--- config.mk ---
export PLATFORM = sky130hd
export DESIGN_NAME = io_switch_debouncer
export DESIGN_NICKNAME = d
export VERILOG_FILES = /design/src/rtl/io_switch_debouncer.sv
export SDC_FILE = /design/constraint.sdc
export NUM_CORES = 1
export LEC_CHECK = 0
export ABC_AREA = 1
export CAP_MARGIN = 20
export CORE_ASPECT_RATIO = 1.1
export CORE_MARGIN = 8
export CORE_UTILIZATION = 45
export DETAILED_ROUTE_END_ITERATION = 12
export HOLD_SLACK_MARGIN = 0.02
export PLACE_DENSITY = 0.68
export RECOVER_POWER = 100
export SYNTH_ARGS = -nofsm -noshare
export SYNTH_HDL_FRONTEND = slang
export SYNTH_SLANG_ARGS = --single-unit
--- constraint.sdc ---
create_clock -name clock -period 5.8 [get_ports clock]
set_input_delay 0.58 -clock clock [delete_from_list [all_inputs] [get_ports clock]]
set_output_delay 0.58 -clock clock [all_outputs]
set_load 0.01 [all_outputs]
--- src/rtl/io_switch_debouncer.sv ---
// rtl/io_switch_debouncer.sv - per-bit two-flop synchronizer and debounce FSM for board slide switches
// Optional DEBOUNCE_BYPASS_EN: removes counters/FSM so the synchronized level is registered directly.
module io_switch_debouncer #(
    parameter int WIDTH           = 10,
    parameter int DEBOUNCE_CYCLES = 50000,
    parameter int PORT_SPLIT      = 5
) (
    input  logic             clock,
    input  logic             reset,
    input  logic [WIDTH-1:0] sw_raw,
    output logic [WIDTH-1:0] sw_stable,
    output logic [WIDTH-1:0] sw_changed,
    output logic [31:0]      in_port0,
    output logic [31:0]      in_port1
);

    localparam int CNT_W = (DEBOUNCE_CYCLES > 1) ? $clog2(DEBOUNCE_CYCLES) : 1;

    logic [WIDTH-1:0] s1_q, s1_d;
    logic [WIDTH-1:0] s2_q, s2_d;
    logic [WIDTH-1:0] stable_q, stable_d;
    logic [WIDTH-1:0] changed_q, changed_d;

    always_comb begin
        s1_d = sw_raw;
        s2_d = s1_q;
    end

`ifdef DEBOUNCE_BYPASS_EN

    always_comb begin
        stable_d  = s2_q;
        changed_d = s2_q ^ stable_q;
    end

`else

    typedef enum logic {
        ST_STABLE   = 1'b0,
        ST_SETTLING = 1'b1
    } bit_state_t;

    localparam logic [CNT_W-1:0] CNT_LAST = CNT_W'(DEBOUNCE_CYCLES - 1);

    bit_state_t       state_q [WIDTH];
    bit_state_t       state_d [WIDTH];
    logic [CNT_W-1:0] cnt_q   [WIDTH];
    logic [CNT_W-1:0] cnt_d   [WIDTH];

    // Counter is compared before incrementing, so it never exceeds CNT_LAST.
    always_comb begin
        stable_d  = stable_q;
        changed_d = '0;
        for (int i = 0; i < WIDTH; i++) begin
            state_d[i] = state_q[i];
            cnt_d[i]   = cnt_q[i];
            if (state_q[i] == ST_STABLE) begin
                if (s2_q[i] != stable_q[i]) begin
                    cnt_d[i]   = CNT_W'(1);
                    state_d[i] = ST_SETTLING;
                end else begin
                    cnt_d[i]   = '0;
                end
            end else begin
                if (s2_q[i] == stable_q[i]) begin
                    cnt_d[i]   = '0;
                    state_d[i] = ST_STABLE;
                end else if (cnt_q[i] == CNT_LAST) begin
                    stable_d[i]  = s2_q[i];
                    changed_d[i] = 1'b1;
                    cnt_d[i]     = '0;
                    state_d[i]   = ST_STABLE;
                end else begin
                    cnt_d[i]   = cnt_q[i] + CNT_W'(1);
                end
            end
        end
    end

    always_ff @(posedge clock or posedge reset) begin
        if (reset) begin
            for (int i = 0; i < WIDTH; i++) begin
                state_q[i] <= ST_STABLE;
                cnt_q[i]   <= '0;
            end
        end else begin
            for (int i = 0; i < WIDTH; i++) begin
                state_q[i] <= state_d[i];
                cnt_q[i]   <= cnt_d[i];
            end
        end
    end

`endif

    always_ff @(posedge clock or posedge reset) begin
        if (reset) begin
            s1_q      <= '0;
            s2_q      <= '0;
            stable_q  <= '0;
            changed_q <= '0;
        end else begin
            s1_q      <= s1_d;
            s2_q      <= s2_d;
            stable_q  <= stable_d;
            changed_q <= changed_d;
        end
    end

    // Port slices are combinational so the CPU sees sw_stable with no added delay.
    assign sw_stable  = stable_q;
    assign sw_changed = changed_q;
    assign in_port0   = 32'(stable_q[PORT_SPLIT-1:0]);
    assign in_port1   = 32'(stable_q[WIDTH-1:PORT_SPLIT]);

endmodule

# Word-level counts from Yosys, hierarchy flattened
# Index checks and enable logic that the tools add are counted.
# totals
ff_bits,210
inputBits,12
out_inout_bits,84
wordCells,203
# classes
addsub,10
n_eq_ne,30
muxes,110
bitwise_logic,10
reduce_logical,10
# op_table
operator,n
two-way mux 16 bit,30
adder 16 x 1 -> 16 bit (second input constant),10
equality test 16 bit (second input constant),10
two-way mux 1 bit,80
AND reduction 3 bit,10
equality test 1 bit,10
inequality test 1 bit,10
inverter 1 bit,10

# Longest topological paths before layout
# depth
word_depth,4
mapped_depth,9
ltp_nobuf,9

# Worst setup path after synthesis
# No wires, ideal clock.
# synth_path
kind,reg-to-reg
start,register cnt_q[48] (netlist name)
end,register cnt_q[53] (netlist name)
setup_time_ns,0.126
arrival_time_ns,1.217
required_ns,5.674
slack_ns,4.457
path_stages_with_launch,10
n_path_buf,1
synth_period_minus_slack_ns,1.343
path_cell_list,dfrtp_1 -> ha_1 -> nand2_2 -> nor2_8 -> inv_2 -> nor2_4 -> nand2_4 -> nand2_2 -> buf_6 -> nor3_2
# synth_rtl
element,line_no,source
"start, declared",47,logic [CNT_W-1:0] cnt_q [WIDTH];
"start signal, assigned by index",89,cnt_q[i] <= cnt_d[i];

# Final worst setup path
# layout_path
start,register stable_q[4] (netlist: sw_stable[4])
end,output port sw_stable[4]
# layout_rtl
element,line_no,source
"start, declared",21,"logic [WIDTH-1:0] stable_q, stable_d;"
"start signal, assigned",105,stable_q <= stable_d;
"end, declared",11,"output logic [WIDTH-1:0] sw_stable,"
# No word-level cell between the ends.

==> impl_metrics.env <==
export IMPL_nNetsFinal=1565
export IMPL_reg2reg_to="cnt_q[30]"
export IMPL_synth_cells=1490
export IMPL_setup_ws_ns=3.63
export IMPL_hold_violations=0
export IMPL_port_buffers=41
export IMPL_min_path_type="reg2reg"
export IMPL_die_area_um2=31100
export IMPL_path_cells="dlygate4sd3_1"
export IMPL_die_h_um=184
export IMPL_cpPeakStageDelay_ns=0.65
export IMPL_start_util_pct=45.7
export IMPL_drcViolationCount=0
export IMPL_ys_types=35
export IMPL_power_density_nw_per_um2=260
export IMPL_worstSetupStartpointType="register"
export IMPL_timing_fmax_ghz=0.461
export IMPL_drive_gt1_share_pct=6.09
export IMPL_mostFrequentLayoutCell="nor2_1"
export IMPL_synth_edf_count=0
export IMPL_cts_hold_buffers_added=0
export IMPL_cts_sinks=210
export IMPL_grt_setup_unrepaired="false"
export IMPL_whs_ns=0.348
export IMPL_worst_pin_slew_ns=1.04
export IMPL_clkTransAtPathRegs_ns=0.06
export IMPL_crit_arrival_ns=1.59
export IMPL_wl_per_cell_um=11.4
export IMPL_reg2regPathDepth=6
export IMPL_post_route_period_util_pct=37.4
export IMPL_drt_iter0_drc=461
export IMPL_leakage_nw=5.70
export IMPL_final_cell_mix="nor2_1, nand2_1, dfrtp_1"
export IMPL_grtUsageMet2_pct=24.9
export IMPL_period_needed_ns=2.17
export IMPL_dp_hpwl_mm=15.8
export IMPL_grt_max_degree=128
export IMPL_htreeDepth=1
export IMPL_fin_setup_tns_ns=0
export IMPL_cts_root_buf="clkbuf_16"
export IMPL_finalWeightedCongestion=0.905
export IMPL_grt_usage_pct=14.0
export IMPL_cp_slowest_cell="dlygate4sd3_1"
export IMPL_synth_ff_type="dfrtp_1"
export IMPL_cts_setup_buffers=0
export IMPL_final_max_slew_viol_count=0
export IMPL_synth_area_um2=11600
export IMPL_ys_warnings_count=0
export IMPL_setup_worst_path_class="reg2out"
export IMPL_grt_pass1_wl_mm=37.7
export IMPL_final_cells=1906
export IMPL_via_count=8957
export IMPL_finClkSkew_ns=0.00904
export IMPL_vdd_drop_max_v=0.000224
export IMPL_cts_path_max_buffers=3
export IMPL_placed_cells=1863
export IMPL_grt_pass1_vias=8635
export IMPL_grt_most_used_layer="met2"
export IMPL_antenna_found_initial=0
export IMPL_cts_tree="yes"
export IMPL_min_to="s2_q[6]"
export IMPL_yosysSeqAreaShare_pct=45.5
export IMPL_cts_resized=0
export IMPL_syn2layout_area_growth_pct=10.0
export IMPL_path_max_fanout=5
export IMPL_ys_async_sr_fraction_pct=100
export IMPL_crit_family="buffers and inverters"
export IMPL_vias_per_cell=4.70
export IMPL_antenna_left=0
export IMPL_grt_met1_usage_pct=16.9
export IMPL_synth_seq_cells=210
export IMPL_rr_startpoint="cnt_q[16]"
export IMPL_critPathBufInv=1
export IMPL_firstDrtPassIters=5
export IMPL_core_area_um2=25300
export IMPL_setup_viol=0
export IMPL_outcome="complete, no violations"
export IMPL_ioPinCount=96
export IMPL_insertion_delay_ns=0.51
export IMPL_overflow=0
export IMPL_totalWireLength_mm=21.7
export IMPL_cts_buffers=24
export IMPL_place_ws_ns=3.61
export IMPL_rows=61
export IMPL_ff2ff_setup_slack_ns=3.69
export IMPL_worstSetupEndpointType="primary output"
export IMPL_syn_avg_cell_area_um2=7.75
export IMPL_dieWidth_um=169
export IMPL_holdPathStages=0
export IMPL_cp_depth=1
export IMPL_slew_headroom_pct=30.1
export IMPL_drv_cap=0
export IMPL_diodes=0
export IMPL_cp_required_ns=5.22
export IMPL_grt_use_met3_pct=2.58
export IMPL_hold_start="s1_q[6]"
==> layer usage <==
| metal | share of wire [%] | wire, µm |
|---|---|---|
| met1 | 45 | 9770 |
| met4 | 2.0 | 432 |
| met5 | 0 | 0 |
| met2 | 48 | 10500 |
| met3 | 4.7 | 1020 |
==> Yosys cell counts, types with 2 or more instances <==
library cell / count / area share (%)
a31oi_1: 3 / 0.16
or2_2: 2 / 0.11
o21ai_1: 12 / 0.52
ha_1: 10 / 1.1
dfrtp_1: 210 / 45
nor4_1: 4 / 0.22
o21ai_0: 17 / 0.74
inv_2: 12 / 0.39
nor3_1: 36 / 1.6
nand2_1: 281 / 9.1
nor3_2: 8 / 0.69
nor2_2: 29 / 1.6
nor2_1: 300 / 9.7
nand3_1: 140 / 6.1
xor2_1: 34 / 2.6
inv_1: 195 / 6.3
a21oi_1: 14 / 0.61
or2_1: 7 / 0.38
buf_6: 4 / 0.39
nand2_2: 12 / 0.65
buf_4: 64 / 4.2
nor2_4: 23 / 2.2
nand3_2: 2 / 0.17
nand2_4: 11 / 1.1
o21bai_1: 14 / 0.91
nand4_1: 26 / 1.4
xnor2_1: 12 / 0.91
==> sequential cells by signal, summed over array words and instances (netlist names) <==
name and count:
cnt_q 160, s1_q 10, s2_q 10, sw_changed 10, state_q 10, sw_stable 10
==> worst max-delay path by stage <==
| stage | startpoint | to | slack [ns] |
|---|---|---|---|
| 6_report | sw_stable[4] | sw_stable[4] | 3.63 |
| 5_1_grt | cnt_q[16] | cnt_q[30] | 3.38 |
| 4_1_cts | sw_stable[3] | sw_stable[3] | 3.64 |
| 3_5_place_dp | reset | cnt_q[120] | 3.61 |
| 3_3_place_gp | reset | cnt_q[121] | 3.63 |
| 2_1_floorplan | reset | cnt_q[0] | 2.49 |
==> through the flow <==
stage	utilization (%)	instance area [µm²]	total power, mW
floorplan	-	11800	1.71
global placement	47.9	12100	1.72
detailed placement	47.9	12100	1.73
CTS	51.3	13000	3.37
global route	50.3	12700	3.44
finish	50.3	12700	3.30
==> power breakdown <==
part	internal [mW]	leakage, nW	total (mW)	switching, mW
registers	1.50	2.85	1.52	0.0192
clock network	1.05	0.414	1.62	0.570
logic	0.0436	2.44	0.167	0.123
total	2.59	5.70	3.30	0.713
==> area by class of cell <==
type,count,area [µm²]
clock buffer,36,697
clock inverter,7,163
fill,2433,12600
inverter,208,782
multi-input combinational,1056,4940
sequential,210,5260
tap,346,433
timing repair buffer,43,438
==> cells by family after synthesis <==
| kind of cell | count (synthesis) | share of synthesized area, % |
|---|---|---|
| simple gates | 884 | 35.4 |
| buf+inv | 277 | 11.4 |
| flops | 210 | 45.5 |
| compound gates | 62 | 3.15 |
| xor+xnor | 46 | 3.49 |
| fa+ha+maj | 10 | 1.08 |
| other cells | 1 | 0.0325 |
Note: power is estimated with default switching activity, not from simulation.
==> RTL change, RTL diff (config.mk and constraints unchanged) <==
Change the parameter `DEBOUNCE_CYCLES` from 50000 to 200000.
--- a/src/rtl/io_switch_debouncer.sv
+++ b/src/rtl/io_switch_debouncer.sv
@@ -3,5 +3,5 @@
 module io_switch_debouncer #(
     parameter int WIDTH           = 10,
-    parameter int DEBOUNCE_CYCLES = 50000,
+    parameter int DEBOUNCE_CYCLES = 200000,
     parameter int PORT_SPLIT      = 5
 ) (
Check against the original RTL: same outputs for any inputs over 4 cycles, from zero or initial values and one cycle with reset high; that may be too few to reach the edited logic, so the function may still have changed.
==> RTL change against the original RTL <==
  * Non-clock buffer count unchanged
  * Die area up 5.6%
  * Global-route usage grew 0.15 points
  * The run now ends with capacitance limit, slew limit left
  * Synthesized area increased by 6.2%
  * Highest routed layer unchanged
  * Critical path type is now in -> async
  * Wire length grew 5.5%
  * Largest power group is now registers
  * Worst setup slack lost 0.56 ns
  * Design area rose by 5.4%
  * Largest cell class unchanged
  * Worst hold slack got worse by 0.0032 ns
  * Final cell count grew 3.6%
  * Power is 5.2% higher
  * Critical path depth is 2 higher
  * Sequential power grew 9%
  * Sequential cell count grew 20
==> RTL change: results (changes against the original RTL) <==
status finished with violations; failing checks capacitance limit, slew limit; Arr. time, crit path 3.00 ns (+1.41 ns); sequential fraction of the synthesis area 46.9% (+1.4 points); DR WL met3 1.05 mm (+2.3%); DR WL met2 10.7 mm (+1.5%); met1 Use GR 17.7% (+0.76 points); Rel. slew slack -25.5% (-56 points); Worst Path Max Fanout 79 (+74); Vias/cell 4.75 (+1.2%); Final Slew Violations 80 (+80); gpl congestion 0.873 (-3.4%); Pleak 5.85 nW (+2.8%); Placed Instances 1926 (+3.4%); worst slack, placed 3.53 ns (-0.0807 ns); all-layer global routing usage 14.1% (+0.15 points); vias in the first global route 9119 (+5.6%); slowest stage delay, CP 1.43 ns (+0.78 ns); fin cells 1974 (+3.6%); Final Power 0.00348 W (+5.2%); Unique masters post-synth 30 (-14%); maximum vdd drop 0.166 mV (-26%); Synth Area in XOR/XNOR 4.71% (+1.2 points); maxcap violations 1 (+1); ranking of synthesized cells by area dfrtp_1 (47%), nor2_1 (11%), nand2_1 (9.8%); slowest CP cell clkbuf_2; M3 GR Usage 2.73% (+0.15 points); largest net degree at the start of global routing 141 (+10%); Area after DPL 0.0128 mm² (+5.5%); global-route wire length before repair 40.8 mm (+8.3%); # nets final 1619 (+3.5%); CTS Buf Count 26 (+8.3%); grt met2 use 24.2% (-0.71 points); layout cells sized above 1 5.81% (-0.28 points); Adder-Cell Fraction of Synth Area 1.02% (-0.063 points)
[RTL change: cells by family after synthesis]
group	Yosys count
adder cells (fa/ha/maj)	10
buffers and inverters	230
AND/OR/NAND/NOR	956
XOR/XNOR	66
other	1
AO/OA/AOI/OAI	54
flip-flops	230
[RTL change: final timing paths]
path | start | endpoint | slack (ns) | cells past startpoint
max in group clock | cnt_q[0] | cnt_q[0] | 3.33 | 6
min in group asynchronous | reset | cnt_q[16] | 0.55 | 2
min reg2reg | s1_q[6] | s2_q[6] | 0.34 | 0
max reg2reg | cnt_q[0] | cnt_q[0] | 3.33 | 6
max | reset | sw_changed[3] | 3.07 | 3
min | s1_q[6] | s2_q[6] | 0.34 | 0
[RTL change: final cells by class]
cell class / count / area (µm²)
Inverter: 156 / 587
Fill cell: 2607 / 13500
Multi-Input combinational cell: 1140 / 5310
Clock inverter: 8 / 92.6
Tap cell: 357 / 447
Sequential cell: 230 / 5760
Timing Repair Buffer: 43 / 435
Clock buffer: 40 / 774
